--- config.mk ---
export PLATFORM = sky130hd
export DESIGN_NAME = multicycle_ctrl
export DESIGN_NICKNAME = d
export VERILOG_FILES = /design/src/rtl/multicycle_ctrl.sv
export SDC_FILE = /design/constraint.sdc
export NUM_CORES = 1
export LEC_CHECK = 0
export ABC_AREA = 1
export BUFFER_PORTS_ARGS = -buffer_cell sky130_fd_sc_hd__buf_2
export CORE_MARGIN = 1.5
export CORE_UTILIZATION = 50
export DETAILED_ROUTE_END_ITERATION = 16
export GPL_TIMING_DRIVEN = 1
export PLACE_DENSITY_LB_ADDON = 0.12
export SLEW_MARGIN = 10
export SYNTH_ARGS = -nofsm -noshare
export SYNTH_HDL_FRONTEND = slang
export SYNTH_SLANG_ARGS = --single-unit
--- constraint.sdc ---
create_clock -name clk -period 3.4 [get_ports clk]
set_input_delay 0.17 -clock clk [delete_from_list [all_inputs] [get_ports clk]]
set_output_delay 0.17 -clock clk [all_outputs]
set_load 0.02 [all_outputs]
--- src/rtl/multicycle_ctrl.sv ---
// Multi-cycle control unit for a single-bus datapath: fetch/decode/execute sequencing with
// memory wait handshake, timeout fault, stack push/pop, halt and illegal-opcode reporting.
module multicycle_ctrl #(
    parameter int unsigned IR_W    = 16,
    parameter int unsigned TIMEOUT = 8,
    parameter int unsigned TO_W    = $clog2(TIMEOUT + 1)
) (
    input  logic            clk,
    input  logic            rst_n,
    input  logic [IR_W-1:0] ir,
    input  logic            mem_ready,
    output logic            l_pc,
    output logic            l_mar,
    output logic            l_mdr,
    output logic            l_ir,
    output logic            l_sp,
    output logic            l_y,
    output logic            t_pc,
    output logic            t_mar,
    output logic            t_mdr,
    output logic            t_ir,
    output logic            t_sp,
    output logic            t_y,
    output logic            inc_pc,
    output logic            inc_sp,
    output logic            dec_sp,
    output logic            y,
    output logic            mem_active,
    output logic            rd_wr,
    output logic [3:0]      state,
    output logic            retire,
    output logic            err_illegal,
    output logic            fault,
    output logic            halted
);

    typedef enum logic [3:0] {
        StFetch0 = 4'd0,
        StFetch1 = 4'd1,
        StFetch2 = 4'd2,
        StDecode = 4'd3,
        StExa    = 4'd4,
        StMemRd  = 4'd5,
        StMemWr  = 4'd6,
        StWb     = 4'd7,
        StHalt   = 4'd14,
        StFault  = 4'd15
    } state_e;

    localparam logic [3:0] OpNop   = 4'h0;
    localparam logic [3:0] OpLoad  = 4'h1;
    localparam logic [3:0] OpStore = 4'h2;
    localparam logic [3:0] OpPush  = 4'h3;
    localparam logic [3:0] OpPop   = 4'h4;
    localparam logic [3:0] OpJmp   = 4'h5;
    localparam logic [3:0] OpAlu   = 4'h6;
    localparam logic [3:0] OpHalt  = 4'hF;

    state_e          state_q, state_d;
    logic [3:0]      op_q;
    logic [3:0]      op_live;
    logic [TO_W-1:0] wait_q, wait_d;
    logic            fault_q, halted_q;
    logic            in_mem;
    logic            timeout;
    logic            unused_ir;

    assign op_live   = ir[IR_W-1 -: 4];
    assign unused_ir = ^ir[IR_W-5:0];
    assign in_mem    = (state_q == StFetch1) || (state_q == StMemRd) || (state_q == StMemWr);
    assign timeout   = in_mem && !mem_ready && (wait_q == TO_W'(TIMEOUT - 1));

    // Next-state logic; memory states leave only on mem_ready or on timeout.
    always_comb begin
        state_d = state_q;
        wait_d  = '0;
        unique case (state_q)
            StFetch0: state_d = StFetch1;
            StFetch1: begin
                if (mem_ready)    state_d = StFetch2;
                else if (timeout) state_d = StFault;
            end
            StFetch2: state_d = StDecode;
            StDecode: begin
                case (op_live)
                    OpLoad:  state_d = StMemRd;
                    OpStore: state_d = StWb;
                    OpPush:  state_d = StExa;
                    OpPop:   state_d = StMemRd;
                    OpAlu:   state_d = StExa;
                    OpHalt:  state_d = StHalt;
                    default: state_d = StFetch0;
                endcase
            end
            StExa:    state_d = (op_q == OpPush) ? StWb : StFetch0;
            StMemRd: begin
                if (mem_ready)    state_d = StWb;
                else if (timeout) state_d = StFault;
            end
            StMemWr: begin
                if (mem_ready)    state_d = StFetch0;
                else if (timeout) state_d = StFault;
            end
            StWb:     state_d = (op_q == OpStore || op_q == OpPush) ? StMemWr : StFetch0;
            StHalt:   state_d = StHalt;
            StFault:  state_d = StFault;
            default:  state_d = StFetch0;
        endcase
        // Counter runs only while an access stays pending; any entry starts it at zero.
        if (in_mem && (state_d == state_q)) begin
            wait_d = wait_q + 1'b1;
        end
    end

    always_ff @(posedge clk or negedge rst_n) begin
        if (!rst_n) begin
            state_q  <= StFetch0;
            op_q     <= '0;
            wait_q   <= '0;
            fault_q  <= 1'b0;
            halted_q <= 1'b0;
        end else begin
            state_q <= state_d;
            wait_q  <= wait_d;
            if (state_q == StDecode) begin
                op_q <= op_live;
            end
            if (state_d == StFault) begin
                fault_q <= 1'b1;
            end
            if (state_d == StHalt) begin
                halted_q <= 1'b1;
            end
        end
    end

    // Moore decode; DECODE looks at the live opcode, later states at op_q.
    always_comb begin
        l_pc        = 1'b0;
        l_mar       = 1'b0;
        l_mdr       = 1'b0;
        l_ir        = 1'b0;
        l_sp        = 1'b0;
        l_y         = 1'b0;
        t_pc        = 1'b0;
        t_mar       = 1'b0;
        t_mdr       = 1'b0;
        t_ir        = 1'b0;
        t_sp        = 1'b0;
        t_y         = 1'b0;
        inc_pc      = 1'b0;
        inc_sp      = 1'b0;
        dec_sp      = 1'b0;
        y           = 1'b0;
        mem_active  = 1'b0;
        rd_wr       = 1'b0;
        retire      = 1'b0;
        err_illegal = 1'b0;
        if (rst_n) begin
            unique case (state_q)
                StFetch0: begin
                    t_pc  = 1'b1;
                    l_mar = 1'b1;
                end
                StFetch1, StMemRd: begin
                    mem_active = 1'b1;
                    rd_wr      = 1'b1;
                    l_mdr      = 1'b1;
                end
                StFetch2: begin
                    t_mdr  = 1'b1;
                    l_ir   = 1'b1;
                    inc_pc = 1'b1;
                end
                StDecode: begin
                    case (op_live)
                        OpNop: retire = 1'b1;
                        OpLoad, OpStore: begin
                            t_ir  = 1'b1;
                            l_mar = 1'b1;
                        end
                        OpPush: dec_sp = 1'b1;
                        OpPop: begin
                            t_sp  = 1'b1;
                            l_mar = 1'b1;
                        end
                        OpJmp: begin
                            t_ir   = 1'b1;
                            l_pc   = 1'b1;
                            retire = 1'b1;
                        end
                        OpAlu:  ;
                        OpHalt: retire = 1'b1;
                        default: begin
                            err_illegal = 1'b1;
                            retire      = 1'b1;
                        end
                    endcase
                end
                StExa: begin
                    if (op_q == OpPush) begin
                        t_sp  = 1'b1;
                        l_mar = 1'b1;
                    end else begin
                        y      = 1'b1;
                        l_y    = 1'b1;
                        retire = 1'b1;
                    end
                end
                StWb: begin
                    if (op_q == OpStore || op_q == OpPush) begin
                        t_y   = 1'b1;
                        l_mdr = 1'b1;
                    end else begin
                        t_mdr  = 1'b1;
                        l_y    = 1'b1;
                        inc_sp = (op_q == OpPop);
                        retire = 1'b1;
                    end
                end
                StMemWr: begin
                    mem_active = 1'b1;
                    retire     = mem_ready;
                end
                StHalt, StFault: ;
                default: ;
            endcase
        end
    end

    assign state  = state_q;
    assign fault  = fault_q;
    assign halted = halted_q;

endmodule

==> flow_summary.toml <==
[power_and_ir_drop]
p_leak_nw = 0.693
peakVddDrop_mv = 0.424
p_sw_w = 0.000453
pwr-share-comb_pct = 56.0
clockPowerShare_pct = 13.1
cellPowerDensity_nw_per_um2 = 701
power_frac_seq_pct = 30.9
swShare_pct = 50.8
power.internal_w = 0.000440

[placement]
gp_congestion = 0.938
io_buffers = 30
place_ws_ps = 1710
dp_cells = 213
dp_hpwl_um = 2010

[drt]
remaining_drc_errors = 0
wl_um = 2510
ant_nets = 0
post_drt_wl_per_cell_um = 11.5
viasPerCell = 5.20
dr.first_iter.drc_count = 57
routed-via-count = 1133
drt-pass1-iter-count = 4

[worst_hold_path]
hold-path-endpoint = "op_q[3]$_DFFE_PN0P_"
hp-start = "ir[15]"
holdCritPathClass = "in2reg"
hold_depth = 3

[timing]
whs_ps = 162
tns_ps = 0
max_freq_mhz = 509
min_period_over_period_pct = 57.8
worst_slack_ps = 1440
final-max-slew-violation-count = 0
hold_viol = 0
rsz0062_at_grt = "false"
setup_violations = 0
period_needed_ps = 1960
clock_skew_ps = 2.76

[setup_path]
cpMostUsedCell = "inv_1"
cp.arrival_ps = 1790
max_stage_delay_ps = 440
crit_required_ps = 3230
path_class = "reg2out"
crit_path_end_kind = "primary output"
worstPathCellList = "inv_1, nand2_2, nor2_4, nand3_1, o2111ai_1, nand2_1, inv_1, buf_2"
crit_family = "simple AND/OR/NAND/NOR gates"
worst_setup_path_start_kind = "flip-flop"
timing.rr.start = "state[3]$_DFF_PN0_"
r2r_slack_ps = 1680
startpoint = "state[3]$_DFF_PN0_"
path_max_fanout = 13
path_buf_inv = 3
r2r_end = "wait_q[0]$_DFF_PN0_"
critPathSlowestCell = "dfrtp_1"
r2r_cells = 9

[grt]
grt_util_all_layers_pct = 22.2
overflow = 0
antenna_found_initial = 0
grt_max_degree = 19
grt_pass1_vias = 981
grt_pass1_wl_um = 4360

[floorplan]
die_h_um = 49.5
dieWidth_um = 49.5
ioPinCount = 45
core_area_um2 = 2000
placementRows = 16
start_util_pct = 54.1
dieArea_um2 = 2450

[synthesis]
synthMostInstantiatedCell = "nand2_1"
ys_types = 29
synthCells = 161
synthFlopType = "dfrtp_1"
ys_seq_area_share_pct = 32.4
async_flop_share_pct = 100
yosys.area.top_type_share_pct = 32.4
synth.area.top_cells = "dfrtp_1 (32%), nand2_1 (12%), nor2_1 (8.3%)"
netlist_area_um2 = 1080
yosysWarningCount = 0
syn_avg_cell_area_um2 = 6.72
synth_top_area_cell = "dfrtp_1"
synth_enable_flop_cells = 0
netlist_top_cells_count = "nand2_1 (36), nor2_1 (24), inv_1 (20), dfrtp_1 (14), nand3_1 (14)"
synth-seq-cells = 14

[clocking]
cts_max_level = 1
clk_pin_slew_ps = 90
clockBufferDepth = 2
cts_tree = "yes"
cts.repair.resized = 0
cts.sinks = 14
clkLatencyLatePin_ps = 270
cts-root-buf = "clkbuf_4"
cts_buffers = 3

[run]
drv_cap = 0

[finish]
area_delta_synth_final_pct = 17.7
fillers = 201
diodes = 0
finalNonFillerCells = 218
finish.utilization_pct = 63.6
drive_gt1_share_pct = 28.3
final_net_count = 212

[status]
status = "finished, final reports clean"
==> power by group through the flow <==
stage / clock network, W / registers, W / logic (W)
after floorplan: 0 / 0.000287 / 0.000368
after global placement: 0 / 0.000273 / 0.000486
after detailed placement: 0 / 0.000279 / 0.000496
after CTS: 0.000120 / 0.000275 / 0.000499
after global routing: 0.000127 / 0.000284 / 0.000564
final: 0.000117 / 0.000276 / 0.000500
==> worst reg2reg max path: cells and delay by family, from the launching register on <==
family                 cells  cell delay (ps)
AND/OR/NAND/NOR            7              980
flip-flops                 1              440
buffers and inverters      2              230
==> cell type report <==
type	instances	area [um^2]	share of cell area, %
flip-flops and latches	14	350	27.5
inverters	22	82.6	6.48
well taps	27	33.8	2.65
multi-input cells	120	611	47.9
repair buffers	31	160	12.6
clock buffers	4	36.3	2.85
==> kinds of logic (layout without fill, tap and decap cells) <==
| kind of cell | after synthesis | in the layout | synth area share, % |
|---|---|---|---|
| and+or+nand+nor | 93 | 93 | 39.3 |
| buffers and inverters | 28 | 57 | 11.6 |
| AOI/OAI and AO/OA | 22 | 22 | 13.6 |
| DFF | 14 | 14 | 32.4 |
| xor gates and xnor gates | 2 | 2 | 1.62 |
| adders and majority gates | 1 | 1 | 1.16 |
| other | 1 | 2 | 0.346 |
==> per-layer routing <==
layer	GRT usage (%)	vias to the layer above	wire length, um
met3	3.03	4	169
li1	-	565	-
met5	0	-	0
met4	5.09	0	38
met2	32.9	50	1100
met1	34.2	514	1210
==> sequential cells by signal (all words and copies together), names as in the netlist <==
register and flops:
state 4, wait_q 4, halted 1, op_q 4
fault 1
==> repair_timing <==
| item | 4_1_cts | 5_1_grt |
|---|---|---|
| setup buffers | 0 | 0 |
| hold buffers | 1 | 0 |
| hold endpoints to repair | 14 | 0 |
| endpoints found under the setup margin | 0 | 0 |
==> how the worst max path moves through the flow <==
stage,end,cells after the start
2_1_floorplan,l_ir,8
3_3_place_gp,retire,8
3_5_place_dp,wait_q[0]$_DFF_PN0_,9
6_report,retire,8
5_1_grt,retire,8
4_1_cts,retire,8
==> through the flow <==
| step | instance area [um^2] | total power, W |
|---|---|---|
| 6_report | 1270 | 0.000893 |
| 5_1_grt | 1270 | 0.000974 |
| 4_1_cts | 1270 | 0.000894 |
| 3_5_place_dp | 1230 | 0.000775 |
| 3_3_place_gp | 1230 | 0.000759 |
| 2_1_floorplan | 1090 | 0.000655 |
==> cell usage in the layout, fill, tap and decap left out, types with 2 or more instances in the layout <==
master,n
nand2_1,36
buf_2,30
nor2_1,24
inv_1,20
nand3_1,14
dfrtp_1,14
nand2_2,7
o21ai_0,7
a21oi_1,7
nor3_1,4
nor2_2,4
nand3_2,3
clkbuf_4,3
inv_2,2
conb_1,2
Power figures use the tool's default switching activity.
